File: config.mk
export PLATFORM = sky130hd
export DESIGN_NAME = poly_eval_horner
export DESIGN_NICKNAME = d
export VERILOG_FILES = /design/src/rtl/poly_eval_horner.sv
export SDC_FILE = /design/constraint.sdc
export NUM_CORES = 1
export LEC_CHECK = 0
export BUFFER_PORTS_ARGS = -buffer_cell sky130_fd_sc_hd__buf_4
export CORE_UTILIZATION = 48
export CTS_BUF_LIST = sky130_fd_sc_hd__clkbuf_4
export CTS_CLUSTER_SIZE = 40
export DETAILED_ROUTE_END_ITERATION = 12
export MAX_ROUTING_LAYER = met4
export PLACE_DENSITY_LB_ADDON = 0.08
export SYNTH_ARGS = -nofsm -noshare
export SYNTH_HDL_FRONTEND = slang
export SYNTH_SLANG_ARGS = --single-unit
File: constraint.sdc
create_clock -name clk -period 6.8 [get_ports clk]
set_input_delay 0.34 -clock clk [delete_from_list [all_inputs] [get_ports clk]]
set_output_delay 0.34 -clock clk [all_outputs]
set_load 0.02 [all_outputs]
File: src/rtl/poly_eval_horner.sv
// -----------------------------------------------------------------------------
// poly_eval_horner
//
// Evaluates y = c_N*x^N + ... + c_1*x + c_0 (mod 2^WIDTH) by Horner's method
// on a single shared multiply/add ALU. Coefficients (c_N first, down to c_0)
// and then x are loaded serially with a press/release handshake on go.
//
// Parameters:
//   WIDTH   data width of coefficients, x, accumulator and result
//   DEGREE  polynomial degree N (1..15); DEGREE+1 coefficients are stored
//
// Ports:
//   clk           clock
//   reset         synchronous, active-high reset
//   go            load strobe: high captures data_in, low advances to next item
//   data_in       coefficient or x value to capture
//   data_result   registered polynomial result
//   result_valid  high while a completed result is held and no new load started
//   busy          high during evaluation; go is ignored while busy
// -----------------------------------------------------------------------------
module poly_eval_horner #(
    parameter int unsigned WIDTH  = 8,
    parameter int unsigned DEGREE = 2
) (
    input  logic             clk,
    input  logic             reset,
    input  logic             go,
    input  logic [WIDTH-1:0] data_in,
    output logic [WIDTH-1:0] data_result,
    output logic             result_valid,
    output logic             busy
);

    // Index wide enough to hold DEGREE; one bit minimum for DEGREE = 1.
    localparam int unsigned IdxW = (DEGREE < 2) ? 1 : $clog2(DEGREE + 1);
    localparam logic [IdxW-1:0] IdxTop   = IdxW'(DEGREE);
    localparam logic [IdxW-1:0] IdxTopM1 = IdxW'(DEGREE - 1);

    typedef enum logic [2:0] {
        StLoad,
        StLoadWait,
        StLoadX,
        StLoadXWait,
        StInit,
        StMul,
        StAdd,
        StDone
    } state_e;

    state_e state_q, state_d;

    // -------------------------------------------------------------------------
    // Datapath storage
    // -------------------------------------------------------------------------
    logic [WIDTH-1:0] coef_q [DEGREE+1];
    logic [WIDTH-1:0] x_q;
    logic [WIDTH-1:0] acc_q;
    logic [WIDTH-1:0] data_result_q;
    logic [IdxW-1:0]  idx_q;

    // -------------------------------------------------------------------------
    // Control signals from the FSM to the datapath
    // -------------------------------------------------------------------------
    logic coef_we;        // write coefficient register idx_q from data_in
    logic x_we;           // write x from data_in
    logic acc_init;       // acc <= c_DEGREE
    logic acc_step;       // acc <= ALU result
    logic op_mul;         // ALU select: 1 = acc*x, 0 = acc + c_idx
    logic idx_dec;        // idx <= idx - 1
    logic idx_to_top;     // idx <= DEGREE (ready for next load)
    logic idx_to_top_m1;  // idx <= DEGREE-1 (first ADD uses c_(DEGREE-1))
    logic res_we;         // data_result <= ALU result
    logic idx_is_zero;

    assign idx_is_zero = (idx_q == '0);

    // -------------------------------------------------------------------------
    // FSM: state register
    // -------------------------------------------------------------------------
    always_ff @(posedge clk) begin
        if (reset) begin
            state_q <= StLoad;
        end else begin
            state_q <= state_d;
        end
    end

    // -------------------------------------------------------------------------
    // FSM: next state, datapath controls and status outputs
    // -------------------------------------------------------------------------
    always_comb begin
        state_d       = state_q;
        coef_we       = 1'b0;
        x_we          = 1'b0;
        acc_init      = 1'b0;
        acc_step      = 1'b0;
        op_mul        = 1'b0;
        idx_dec       = 1'b0;
        idx_to_top    = 1'b0;
        idx_to_top_m1 = 1'b0;
        res_we        = 1'b0;
        busy          = 1'b0;
        result_valid  = 1'b0;

        unique case (state_q)
            // StDone doubles as the load state for c_DEGREE; idx already
            // points at DEGREE when the run finishes.
            StLoad, StDone: begin
                result_valid = (state_q == StDone);
                if (go) begin
                    coef_we = 1'b1;
                    state_d = StLoadWait;
                end
            end

            // The register keeps tracking data_in while go stays high, so the
            // value on the last go-high cycle is the one kept.
            StLoadWait: begin
                if (go) begin
                    coef_we = 1'b1;
                end else if (idx_is_zero) begin
                    state_d = StLoadX;
                end else begin
                    idx_dec = 1'b1;
                    state_d = StLoad;
                end
            end

            StLoadX: begin
                if (go) begin
                    x_we    = 1'b1;
                    state_d = StLoadXWait;
                end
            end

            StLoadXWait: begin
                if (go) begin
                    x_we = 1'b1;
                end else begin
                    state_d = StInit;
                end
            end

            StInit: begin
                busy          = 1'b1;
                acc_init      = 1'b1;
                idx_to_top_m1 = 1'b1;
                state_d       = StMul;
            end

            StMul: begin
                busy     = 1'b1;
                acc_step = 1'b1;
                op_mul   = 1'b1;
                state_d  = StAdd;
            end

            StAdd: begin
                busy     = 1'b1;
                acc_step = 1'b1;
                if (idx_is_zero) begin
                    res_we     = 1'b1;
                    idx_to_top = 1'b1;
                    state_d    = StDone;
                end else begin
                    idx_dec = 1'b1;
                    state_d = StMul;
                end
            end

            default: begin
                state_d = StLoad;
            end
        endcase
    end

    // -------------------------------------------------------------------------
    // Shared ALU: one multiplier and one adder, selected by op_mul
    // -------------------------------------------------------------------------
    logic [WIDTH-1:0] coef_sel;
    logic [WIDTH-1:0] alu_out;

    always_comb begin
        coef_sel = '0;
        for (int i = 0; i < DEGREE + 1; i++) begin
            if (idx_q == IdxW'(i)) begin
                coef_sel = coef_q[i];
            end
        end
    end

    always_comb begin
        if (op_mul) begin
            alu_out = WIDTH'(acc_q * x_q);
        end else begin
            alu_out = WIDTH'(acc_q + coef_sel);
        end
    end

    // -------------------------------------------------------------------------
    // Datapath registers
    // -------------------------------------------------------------------------
    always_ff @(posedge clk) begin
        if (reset) begin
            for (int i = 0; i < DEGREE + 1; i++) begin
                coef_q[i] <= '0;
            end
            x_q           <= '0;
            acc_q         <= '0;
            idx_q         <= IdxTop;
            data_result_q <= '0;
        end else begin
            if (coef_we) begin
                for (int i = 0; i < DEGREE + 1; i++) begin
                    if (idx_q == IdxW'(i)) begin
                        coef_q[i] <= data_in;
                    end
                end
            end

            if (x_we) begin
                x_q <= data_in;
            end

            if (acc_init) begin
                acc_q <= coef_q[DEGREE];
            end else if (acc_step) begin
                acc_q <= alu_out;
            end

            if (idx_to_top) begin
                idx_q <= IdxTop;
            end else if (idx_to_top_m1) begin
                idx_q <= IdxTopM1;
            end else if (idx_dec) begin
                idx_q <= idx_q - 1'b1;
            end

            // Only the final ADD writes the result, so a partial value is
            // never visible.
            if (res_we) begin
                data_result_q <= alu_out;
            end
        end
    end

    assign data_result = data_result_q;

endmodule

==> results of run 1 <==
[layout make-up]
type                    instances  area, µm²
clock buffers                   5       37.5
clock inverters                 3       28.8
fillers                       661       3140
inverters                      35        131
multi-input cells             279       2000
flip-flops and latches         53       1300
well taps                      96        120
repair buffers                 20        150
[report_power, final]
| part | switching [µW] | internal [µW] |
|---|---|---|
| clock | 113 | 45.3 |
| combinational | 42.2 | 24.0 |
| sequential | 6.36 | 347 |
[routing by layer]
layer | part of all wire (%) | vias to the layer above
li1 | - | 1309
met1 | 49 | 1190
met2 | 47 | 42
met3 | 4.0 | 4
met4 | 0.62 | 0
met5 | 0 | -
[worst register-to-register path, cell delays in order (launching register included)]
cell and delay, ns:
sky130_fd_sc_hd__dfxtp_1 0.56, sky130_fd_sc_hd__nand2_1 0.13, sky130_fd_sc_hd__fa_1 0.46, sky130_fd_sc_hd__fa_1 0.54
sky130_fd_sc_hd__inv_1 0.05, sky130_fd_sc_hd__fa_1 0.47, sky130_fd_sc_hd__inv_1 0.05, sky130_fd_sc_hd__fa_1 0.53
sky130_fd_sc_hd__inv_1 0.04, sky130_fd_sc_hd__ha_1 0.31, sky130_fd_sc_hd__xor2_1 0.17, sky130_fd_sc_hd__nand2_1 0.08
sky130_fd_sc_hd__o21ai_2 0.06, sky130_fd_sc_hd__a2111oi_2 0.33
[worst min-delay path by stage]
stage	start	endpoint	slack [ns]	cells past startpoint
6_report	data_in[0]	x_q[0]	0.18	3
3_3_place_gp	data_result[2]	data_result[2]	0.47	2
3_5_place_dp	x_q[7]	x_q[7]	0.49	2
5_1_grt	data_in[4]	x_q[4]	0.17	3
4_1_cts	data_in[0]	x_q[0]	0.17	3
2_1_floorplan	x_q[7]	x_q[7]	0.46	2
[metrics by stage]
stage	cell area [µm²]	cells	power (µW)	util (%)	setup WS (ns)
2_1_floorplan	3490	382	404	-	3.13
3_3_place_gp	3700	483	425	53.6	2.99
3_5_place_dp	3700	483	426	53.6	2.92
4_1_cts	3770	491	581	54.5	2.88
5_1_grt	3770	491	603	54.5	2.63
6_report	3770	491	578	54.5	2.93
[state kept, by name (all words and copies together), names as in the netlist]
name	cells
data_result	8
idx_q	2
state_q	3
x_q	8
coef_q	24
acc_q	8
[cells in the final DEF (no fill, tap or decap), types with 10 or more instances in the layout]
master,instances
sky130_fd_sc_hd__nand2_1,43
sky130_fd_sc_hd__nor2_1,43
sky130_fd_sc_hd__inv_1,34
sky130_fd_sc_hd__dfxtp_1,29
sky130_fd_sc_hd__a21oi_1,26
sky130_fd_sc_hd__ha_1,26
sky130_fd_sc_hd__and2_1,24
sky130_fd_sc_hd__edfxtp_1,24
sky130_fd_sc_hd__buf_4,20
sky130_fd_sc_hd__xnor2_1,16
sky130_fd_sc_hd__o21ai_0,15
sky130_fd_sc_hd__mux2i_1,15
sky130_fd_sc_hd__fa_1,13
sky130_fd_sc_hd__a211oi_1,10
[logic make-up (layout without fill, tap and decap cells)]
logic type,count (synthesis),in the layout,synth area share [%]
adders and majority gates,39,39,16.8
DFF,53,53,37.3
muxes,15,15,4.30
xor gates and xnor gates,22,22,5.52
buffers and inverters,50,63,5.52
AOI/OAI and AO/OA,74,74,13.4
and+or+nand+nor,129,129,17.2
==> out/summary.json, run 1 <==
{
  "pwr_density_cell": {"value": 153, "unit": "nW/µm²"},
  "syn_area": {"value": 3490, "unit": "µm²"},
  "dr.pass1.iters": {"value": 4},
  "reg2reg_from": {"value": "acc_q[1]"},
  "floorplan.core_area": {"value": 6910, "unit": "µm²"},
  "synth_sequential_area_ratio": {"value": 37.3, "unit": "%"},
  "final_layout_size_suffix_gt1_share": {"value": 8.35, "unit": "%"},
  "totalWireLength": {"value": 7.42, "unit": "mm"},
  "timing.critical_path.buf_inv": {"value": 3},
  "critical-path-slowest-cell": {"value": "sky130_fd_sc_hd__dfxtp_1"},
  "syn_avg_cell_area": {"value": 9.14, "unit": "µm²"},
  "timing.critical_path.max_delay_family": {"value": "adder cells"},
  "avgRoutedWirePerCell": {"value": 15.1, "unit": "µm"},
  "regToRegSetupSlack": {"value": 2.93, "unit": "ns"},
  "power.ir.vdd_worst": {"value": 0.121, "unit": "mV"},
  "antenna-diode-count": {"value": 0},
  "maxSlewHeadroom": {"value": 59.7, "unit": "%"},
  "synthTopCellsByCount": {"value": "sky130_fd_sc_hd__nand2_1, sky130_fd_sc_hd__nor2_1, sky130_fd_sc_hd__inv_1, sky130_fd_sc_hd__dfxtp_1"},
  "area_growth_syn_to_layout": {"value": 7.88, "unit": "%"},
  "die-area": {"value": 7620, "unit": "µm²"},
  "cts.hold.buffers_added": {"value": 0},
  "period_needed": {"value": 3.87, "unit": "ns"},
  "post_layout_net_count": {"value": 444},
  "largest_net_degree_at_the_start_of_global_routing": {"value": 35},
  "grt_first_pass_wirelength": {"value": 12.3, "unit": "mm"},
  "final-hold-violation-count": {"value": 0},
  "htreeDepth": {"value": 2},
  "cts_max_path_buffers": {"value": 2},
  "yosys-top-cells-area": {"value": "sky130_fd_sc_hd__edfxtp_1, sky130_fd_sc_hd__dfxtp_1, sky130_fd_sc_hd__ha_1, sky130_fd_sc_hd__fa_1, sky130_fd_sc_hd__nand2_1"},
  "count_of_input_and_output_buffers": {"value": 20},
  "worst-r2r-cell-count": {"value": 13},
  "yosysWarningCount": {"value": 0},
  "initial_antenna_violation_count": {"value": 0},
  "start_util": {"value": 50.6, "unit": "%"},
  "setup-tns-final": {"value": 0, "unit": "ns"},
  "synth_top_cell_by_area": {"value": "sky130_fd_sc_hd__edfxtp_1"},
  "grt.met2_usage": {"value": 34.3, "unit": "%"},
  "gp_routability_congestion": {"value": 0.838},
  "via_count": {"value": 2545},
  "clockRootBuffer": {"value": "sky130_fd_sc_hd__clkbuf_4"},
  "finalCritPeriodShare": {"value": 56.9, "unit": "%"},
  "drt_iter0_markers": {"value": 89},
  "vias_in_the_first_global_route": {"value": 2390},
  "crit_fanout": {"value": 10},
  "leakage_power": {"value": 0.00166, "unit": "µW"},
  "ys_async_sr_fraction": {"value": 0, "unit": "%"},
  "run_status": {"value": "completed"},
  "finalSetupViolations": {"value": 0},
  "synth_edf_count": {"value": 24},
  "postSynthRegisterBits": {"value": 53},
  "fmaxAchievable": {"value": 0.258, "unit": "GHz"},
  "netlist-cell-type-count": {"value": 41},
  "timing.critical_path.to_type": {"value": "register"},
  "worstHoldPathType": {"value": "input port to register"},
  "synth_largest_type_area_fraction": {"value": 20.6, "unit": "%"},
  "timing.critical_path.depth": {"value": 13},
  "rsz_0062_raised_after_global_routing": {"value": "false"},
  "timing.critical_path.cells": {"value": "nand2_1 -> fa_1 -> fa_1 -> inv_1 -> fa_1 -> inv_1 -> fa_1 -> inv_1 -> ha_1 -> xor2_1 -> nand2_1 -> o21ai_2 -> a2111oi_2"},
  "die_width": {"value": 87.3, "unit": "µm"},
  "die-height": {"value": 87.3, "unit": "µm"},
  "final_antenna_net_count": {"value": 0},
  "clk_transition_reported_paths": {"value": 0.17, "unit": "ns"},
  "dp_hpwl": {"value": 5.71, "unit": "mm"},
  "postSynthNetCount": {"value": 432},
  "grt.met1_usage": {"value": 30.5, "unit": "%"},
  "row_count": {"value": 30},
  "drc": {"value": 0},
  "rr_endpoint": {"value": "acc_q[6]"},
  "max_slew.worst_pin.slew": {"value": 0.605, "unit": "ns"},
  "met3_usage": {"value": 3.98, "unit": "%"},
  "max_cap_violations": {"value": 0},
  "cts_bufs_inserted": {"value": 5},
  "start_kind": {"value": "register"},
  "ws_path_type": {"value": "register to register"},
  "startpoint": {"value": "acc_q[1]"},
  "holdWs": {"value": 0.183, "unit": "ns"},
  "globalRouteOverflowTotal": {"value": 0},
  "cts_tree": {"value": "built"},
  "pin_count": {"value": 21},
  "vias_per_cell": {"value": 5.18},
  "critical_path_s_most_frequent_cell": {"value": "sky130_fd_sc_hd__fa_1"},
  "cts_sinks": {"value": 53},
  "cp_data_arrival_time": {"value": 4.17, "unit": "ns"},
  "synthCells": {"value": 382},
  "dominantRegCellSynth": {"value": "sky130_fd_sc_hd__dfxtp_1"},
  "all_layer_gr_usage": {"value": 22.1, "unit": "%"},
  "critPathCapture": {"value": "acc_q[6]"},
  "skew": {"value": 0.00630, "unit": "ns"},
  "timing.critical_path.slowest_cell_delay": {"value": 0.56, "unit": "ns"},
  "post_cts_resize_count": {"value": 0},
  "insertion_delay": {"value": 0.38, "unit": "ns"},
  "report.final.slew_viol_count": {"value": 0},
  "cts_setup_buffers": {"value": 0},
  "cp_data_required_time": {"value": 7.10, "unit": "ns"},
  "grt.busiest_layer": {"value": "met2"}
}
No activity file was read; power rests on OpenSTA's default activity.
==> run 2: changes to the inputs <==
--- a/config.mk
+++ b/config.mk
@@ -5,6 +5,7 @@
 export SDC_FILE = /design/constraint.sdc
 export NUM_CORES = 1
 export LEC_CHECK = 0
+export ABC_AREA = 1
 export BUFFER_PORTS_ARGS = -buffer_cell sky130_fd_sc_hd__buf_4
 export CORE_UTILIZATION = 48
 export CTS_BUF_LIST = sky130_fd_sc_hd__clkbuf_4
==> constraint.sdc (replaced) <==
create_clock -name clk -period 3.4 [get_ports clk]
set_input_delay 0.17 -clock clk [delete_from_list [all_inputs] [get_ports clk]]
set_output_delay 0.17 -clock clk [all_outputs]
set_load 0.02 [all_outputs]
==> run 2 against run 1 <==
  * Sequential power grew 110%
  * Clock skew grew 0.015 ns
  * Highest routed layer unchanged
  * Power grew to 2.5 times the previous value
  * The flow now finishes with violations (negative setup slack)
  * Synthesized cell count grew 27%
==> out/summary.json, run 2 <==
{
  "die-height": {"value": 89.0, "unit": "µm", "change": "+1.9%"},
  "timing.critical_path.max_delay_family": {"value": "adder cells"},
  "power.ir.vdd_worst": {"value": 0.289, "unit": "mV", "change": "+140%"},
  "row_count": {"value": 31, "change": "+3.3%"},
  "rsz_0062_raised_after_global_routing": {"value": "true"},
  "postSynthRegisterBits": {"value": 53, "change": "unchanged"},
  "avgRoutedWirePerCell": {"value": 13.4, "unit": "µm", "change": "-12%"},
  "finish.instance_area": {"value": 4410, "unit": "µm²", "change": "+17%"},
  "globalRouteOverflowTotal": {"value": 0, "change": "unchanged"},
  "fmaxAchievable": {"value": 0.276, "unit": "GHz", "change": "+6.7%"},
  "cts.hold.buffers_added": {"value": 0, "change": "unchanged"},
  "initial_antenna_violation_count": {"value": 0, "change": "unchanged"},
  "insertion_delay": {"value": 0.39, "unit": "ns", "change": "about the same"},
  "layout.cells.non_filler": {"value": 628, "change": "+28%"},
  "cts_max_path_buffers": {"value": 2, "change": "unchanged"},
  "synth-simple-area-share": {"value": 24.1, "unit": "%", "change": "+6.8 points"},
  "critical-path-slowest-cell": {"value": "sky130_fd_sc_hd__fa_1"},
  "synthXorXnorAreaFrac": {"value": 1.21, "unit": "%", "change": "-4.3 points"},
  "compound_gate_portion_of_the_synthesized_area": {"value": 10.9, "unit": "%", "change": "-2.5 points"},
  "hold_depth": {"value": 3, "change": "unchanged"},
  "totalWireLength": {"value": 8.40, "unit": "mm", "change": "+13%"},
  "timing.critical_path.slowest_cell_delay": {"value": 0.49, "unit": "ns", "change": "-0.07 ns"},
  "hold_path_startpoint": {"value": "data_in[1]"},
  "start_util": {"value": 49.8, "unit": "%", "change": "-0.78 points"},
  "syn_avg_cell_area": {"value": 7.50, "unit": "µm²", "change": "-18%"},
  "run_status": {"value": "complete, but fails checks"},
  "fin_util": {"value": 60.4, "unit": "%", "change": "+5.9 points"},
  "netlist-cell-type-count": {"value": 34, "change": "-17%"},
  "ws_path_type": {"value": "register to register"},
  "drt_iter0_markers": {"value": 182, "change": "+100%"},
  "post_synth_fa_ha_maj_area_fraction": {"value": 16.1, "unit": "%", "change": "-0.64 points"},
  "dr.pass1.iters": {"value": 4, "change": "unchanged"},
  "finalCritPeriodShare": {"value": 107, "unit": "%", "change": "+50 points"},
  "placedInstanceArea": {"value": 4090, "unit": "µm²", "change": "+11%"},
  "cts_bufs_inserted": {"value": 5, "change": "unchanged"},
  "cts_sinks": {"value": 53, "change": "unchanged"},
  "synth_sequential_area_ratio": {"value": 35.8, "unit": "%", "change": "-1.4 points"},
  "final_antenna_net_count": {"value": 0, "change": "unchanged"},
  "worstHoldPathType": {"value": "input port to register"},
  "timing.critical_path.cells": {"value": "nand2_4 -> fa_2 -> fa_1 -> inv_1 -> fa_1 -> inv_2 -> fa_1 -> inv_2 -> ha_4 -> nand2_2 -> nand2_2 -> nor2_1 -> nand2_1 -> nand2_1 -> nand3_1 -> nand2_1 -> nand2_1 -> nand2_2 -> nand2_2 -> nand3_1 -> nand2_1 -> a21oi_1"},
  "clockRootBuffer": {"value": "sky130_fd_sc_hd__clkbuf_4"},
  "worst-r2r-cell-count": {"value": 22, "change": "+9"},
  "largest_net_degree_at_the_start_of_global_routing": {"value": 18, "change": "-49%"},
  "syn_area": {"value": 3630, "unit": "µm²", "change": "+3.9%"},
  "synthTopCellsByCount": {"value": "sky130_fd_sc_hd__nand2_1, sky130_fd_sc_hd__inv_1, sky130_fd_sc_hd__nor2_1, sky130_fd_sc_hd__nand3_1, sky130_fd_sc_hd__dfxtp_1"},
  "rr_endpoint": {"value": "acc_q[7]"},
  "largest_register_ff_count": {"value": 24, "change": "unchanged"},
  "floorplan.core_area": {"value": 7290, "unit": "µm²", "change": "+5.6%"},
  "post_layout_net_count": {"value": 578, "change": "+30%"},
  "antenna-diode-count": {"value": 0, "change": "unchanged"},
  "count_of_input_and_output_buffers": {"value": 20, "change": "unchanged"},
  "maxSlewHeadroom": {"value": 64.9, "unit": "%", "change": "+5.2 points"},
  "grt_first_pass_wirelength": {"value": 13.6, "unit": "mm", "change": "+9.9%"},
  "area_growth_syn_to_layout": {"value": 21.4, "unit": "%"},
  "crit_fanout": {"value": 4, "change": "-6"},
  "yosysWarningCount": {"value": 0, "change": "unchanged"},
  "die_width": {"value": 89.0, "unit": "µm", "change": "+1.9%"},
  "final-hold-violation-count": {"value": 0, "change": "unchanged"},
  "finalSetupViolations": {"value": 5, "change": "+5"},
  "max_flop_register": {"value": "coef_q"},
  "fin_total_pwr": {"value": 1450, "unit": "µW", "change": "+150%"},
  "start_kind": {"value": "register"},
  "min_delay_worst_endpoint": {"value": "x_q[1]"},
  "synth_largest_type_area_fraction": {"value": 19.9, "unit": "%", "change": "-0.78 points"},
  "critical_path_s_most_frequent_cell": {"value": "sky130_fd_sc_hd__nand2_1"},
  "drc": {"value": 0, "change": "unchanged"},
  "postSynthNetCount": {"value": 534, "change": "+24%"},
  "max_slew.worst_pin.slew": {"value": 0.524, "unit": "ns", "change": "-0.0805 ns"},
  "cp_data_arrival_time": {"value": 3.97, "unit": "ns", "change": "-0.20 ns"},
  "cts_tree": {"value": "built"},
  "period_needed": {"value": 3.63, "unit": "ns", "change": "-0.242 ns"},
  "vias_per_cell": {"value": 4.99, "change": "-3.8%"},
  "cp_data_required_time": {"value": 3.74, "unit": "ns", "change": "-3.36 ns"},
  "final_layout_size_suffix_gt1_share": {"value": 22.7, "unit": "%", "change": "+14 points"},
  "die-area": {"value": 7910, "unit": "µm²", "change": "+3.9%"},
  "yosys-top-cells-area": {"value": "sky130_fd_sc_hd__edfxtp_1, sky130_fd_sc_hd__dfxtp_1, sky130_fd_sc_hd__nand2_1, sky130_fd_sc_hd__inv_1, sky130_fd_sc_hd__ha_1"},
  "nFillCells": {"value": 691, "change": "+4.5%"},
  "regToRegSetupSlack": {"value": -0.23, "unit": "ns", "change": "-3.16 ns"},
  "synth_top_cell_by_area": {"value": "sky130_fd_sc_hd__edfxtp_1"},
  "dominantRegCellSynth": {"value": "sky130_fd_sc_hd__dfxtp_1"},
  "muxShareOfSynthArea": {"value": 0.552, "unit": "%", "change": "-3.7 points"},
  "finalWorstSetupSlack": {"value": -0.229, "unit": "ns", "change": "-3.16 ns"},
  "layout_commonest_cell": {"value": "sky130_fd_sc_hd__nand2_1"},
  "pin_count": {"value": 21, "change": "unchanged"},
  "vias_in_the_first_global_route": {"value": 2845, "change": "+19%"},
  "report.final.slew_viol_count": {"value": 0, "change": "unchanged"},
  "clk_transition_reported_paths": {"value": 0.18, "unit": "ns", "change": "about the same"},
  "violations": {"value": "negative setup slack"},
  "yosysMostFrequentCell": {"value": "sky130_fd_sc_hd__nand2_1"},
  "pwr_density_cell": {"value": 328, "unit": "nW/µm²", "change": "+110%"},
  "reg2reg_from": {"value": "acc_q[3]"},
  "synth_top_family_by_area": {"value": "simple AND/OR/NAND/NOR gates"},
  "gp_routability_congestion": {"value": 0.877, "change": "+4.6%"},
  "max_cap_violations": {"value": 0, "change": "unchanged"},
  "timing.critical_path.buf_inv": {"value": 3, "change": "unchanged"},
  "place.detailed.instances": {"value": 614, "change": "+27%"},
  "timing.critical_path.to_type": {"value": "register"},
  "ys_async_sr_fraction": {"value": 0, "unit": "%", "change": "unchanged"},
  "all_layer_gr_usage": {"value": 23.6, "unit": "%", "change": "+1.5 points"},
  "leakage_power": {"value": 0.00220, "unit": "µW", "change": "+33%"},
  "via_count": {"value": 3131, "change": "+23%"},
  "htreeDepth": {"value": 2, "change": "unchanged"},
  "synthCells": {"value": 484, "change": "+27%"},
  "dp_hpwl": {"value": 6.68, "unit": "mm", "change": "+17%"},
  "layout_common_cells": {"value": "sky130_fd_sc_hd__nand2_1, sky130_fd_sc_hd__inv_1, sky130_fd_sc_hd__buf_4"},
  "skew": {"value": 0.0214, "unit": "ns", "change": "+0.0151 ns"},
  "synth_edf_count": {"value": 24, "change": "unchanged"}
}
-- run 2: cell count changes after synthesis, sizes merged, moves of 13 or more --
cell | before | now
xnor2 | 16 | 3
inv | 34 | 92
nand2 | 43 | 129
nand3 | 1 | 32
mux2i | 15 | 2
and2 | 24 | 0
-- run 2: repair_timing --
item                                    4_1_cts  5_1_grt
buffers inserted                              0        6
hold endpoints to repair                      0        0
pin swaps                                    11       19
endpoints found under the setup margin        8        8
resized for setup                            10       47
-- run 2: final cells by class --
class / instances / area [µm²] / share of cell area, %
Multi-Input combinational cell: 324 / 2120 / 48.1
Sequential cell: 53 / 1330 / 30.1
Timing Repair Buffer: 52 / 413 / 9.37
Inverter: 92 / 345 / 7.83
Tap cell: 99 / 124 / 2.81
Clock inverter: 3 / 45.0 / 1.02
Clock buffer: 5 / 37.5 / 0.852
-- run 2: logic make-up (layout without fill, tap and decap cells) --
| logic type | after synthesis | in the layout |
|---|---|---|
| simple gates | 209 | 209 |
| mux | 2 | 2 |
| flops | 53 | 53 |
| fa+ha+maj | 39 | 39 |
| buf+inv | 107 | 152 |
| xor+xnor | 5 | 5 |
| compound gates | 69 | 69 |
-- run 2: worst min-delay path, cell delays in order --
cell and delay, ns:
sky130_fd_sc_hd__buf_4 0.11, sky130_fd_sc_hd__nand3_1 0.07, sky130_fd_sc_hd__a21oi_1 0.06
-- run 2: through the flow --
step | setup slack [ns] | TNS [ns] | hold WS, ns
floorplan | -0.152 | -0.209 | 0.338
detailed placement | -0.290 | -1.08 | 0.450
CTS | -0.233 | -0.664 | 0.0549
finish | -0.229 | -0.489 | 0.0651
global route | -0.401 | -1.34 | 0.0656
global placement | -0.233 | -0.871 | 0.440
-- run 2: how the worst max path moves through the flow --
stage,start,end,slack (ns),cells after the start
final,acc_q[3],acc_q[7],-0.23,22
after global routing,x_q[2],acc_q[7],-0.40,22
after CTS,x_q[2],acc_q[7],-0.23,23
after detailed placement,x_q[4],acc_q[7],-0.29,23
after global placement,x_q[4],acc_q[7],-0.23,23
after floorplan,acc_q[1],acc_q[7],-0.15,25
-- run 2: where the power goes --
group          total (µW)  internal [µW]  switching (µW)
Clock                 371            158             213
Sequential            736            713            23.7
Combinational         339            130             209
-- run 2: per-layer routing --
metal / part of all wire (%) / global-route usage [%] / vias up
li1: - / - / 1628
met1: 49 / 32.8 / 1436
met2: 46 / 37.4 / 60
met3: 3.9 / 2.86 / 7
met4: 1.1 / 4.62 / 0
met5: 0 / - / -
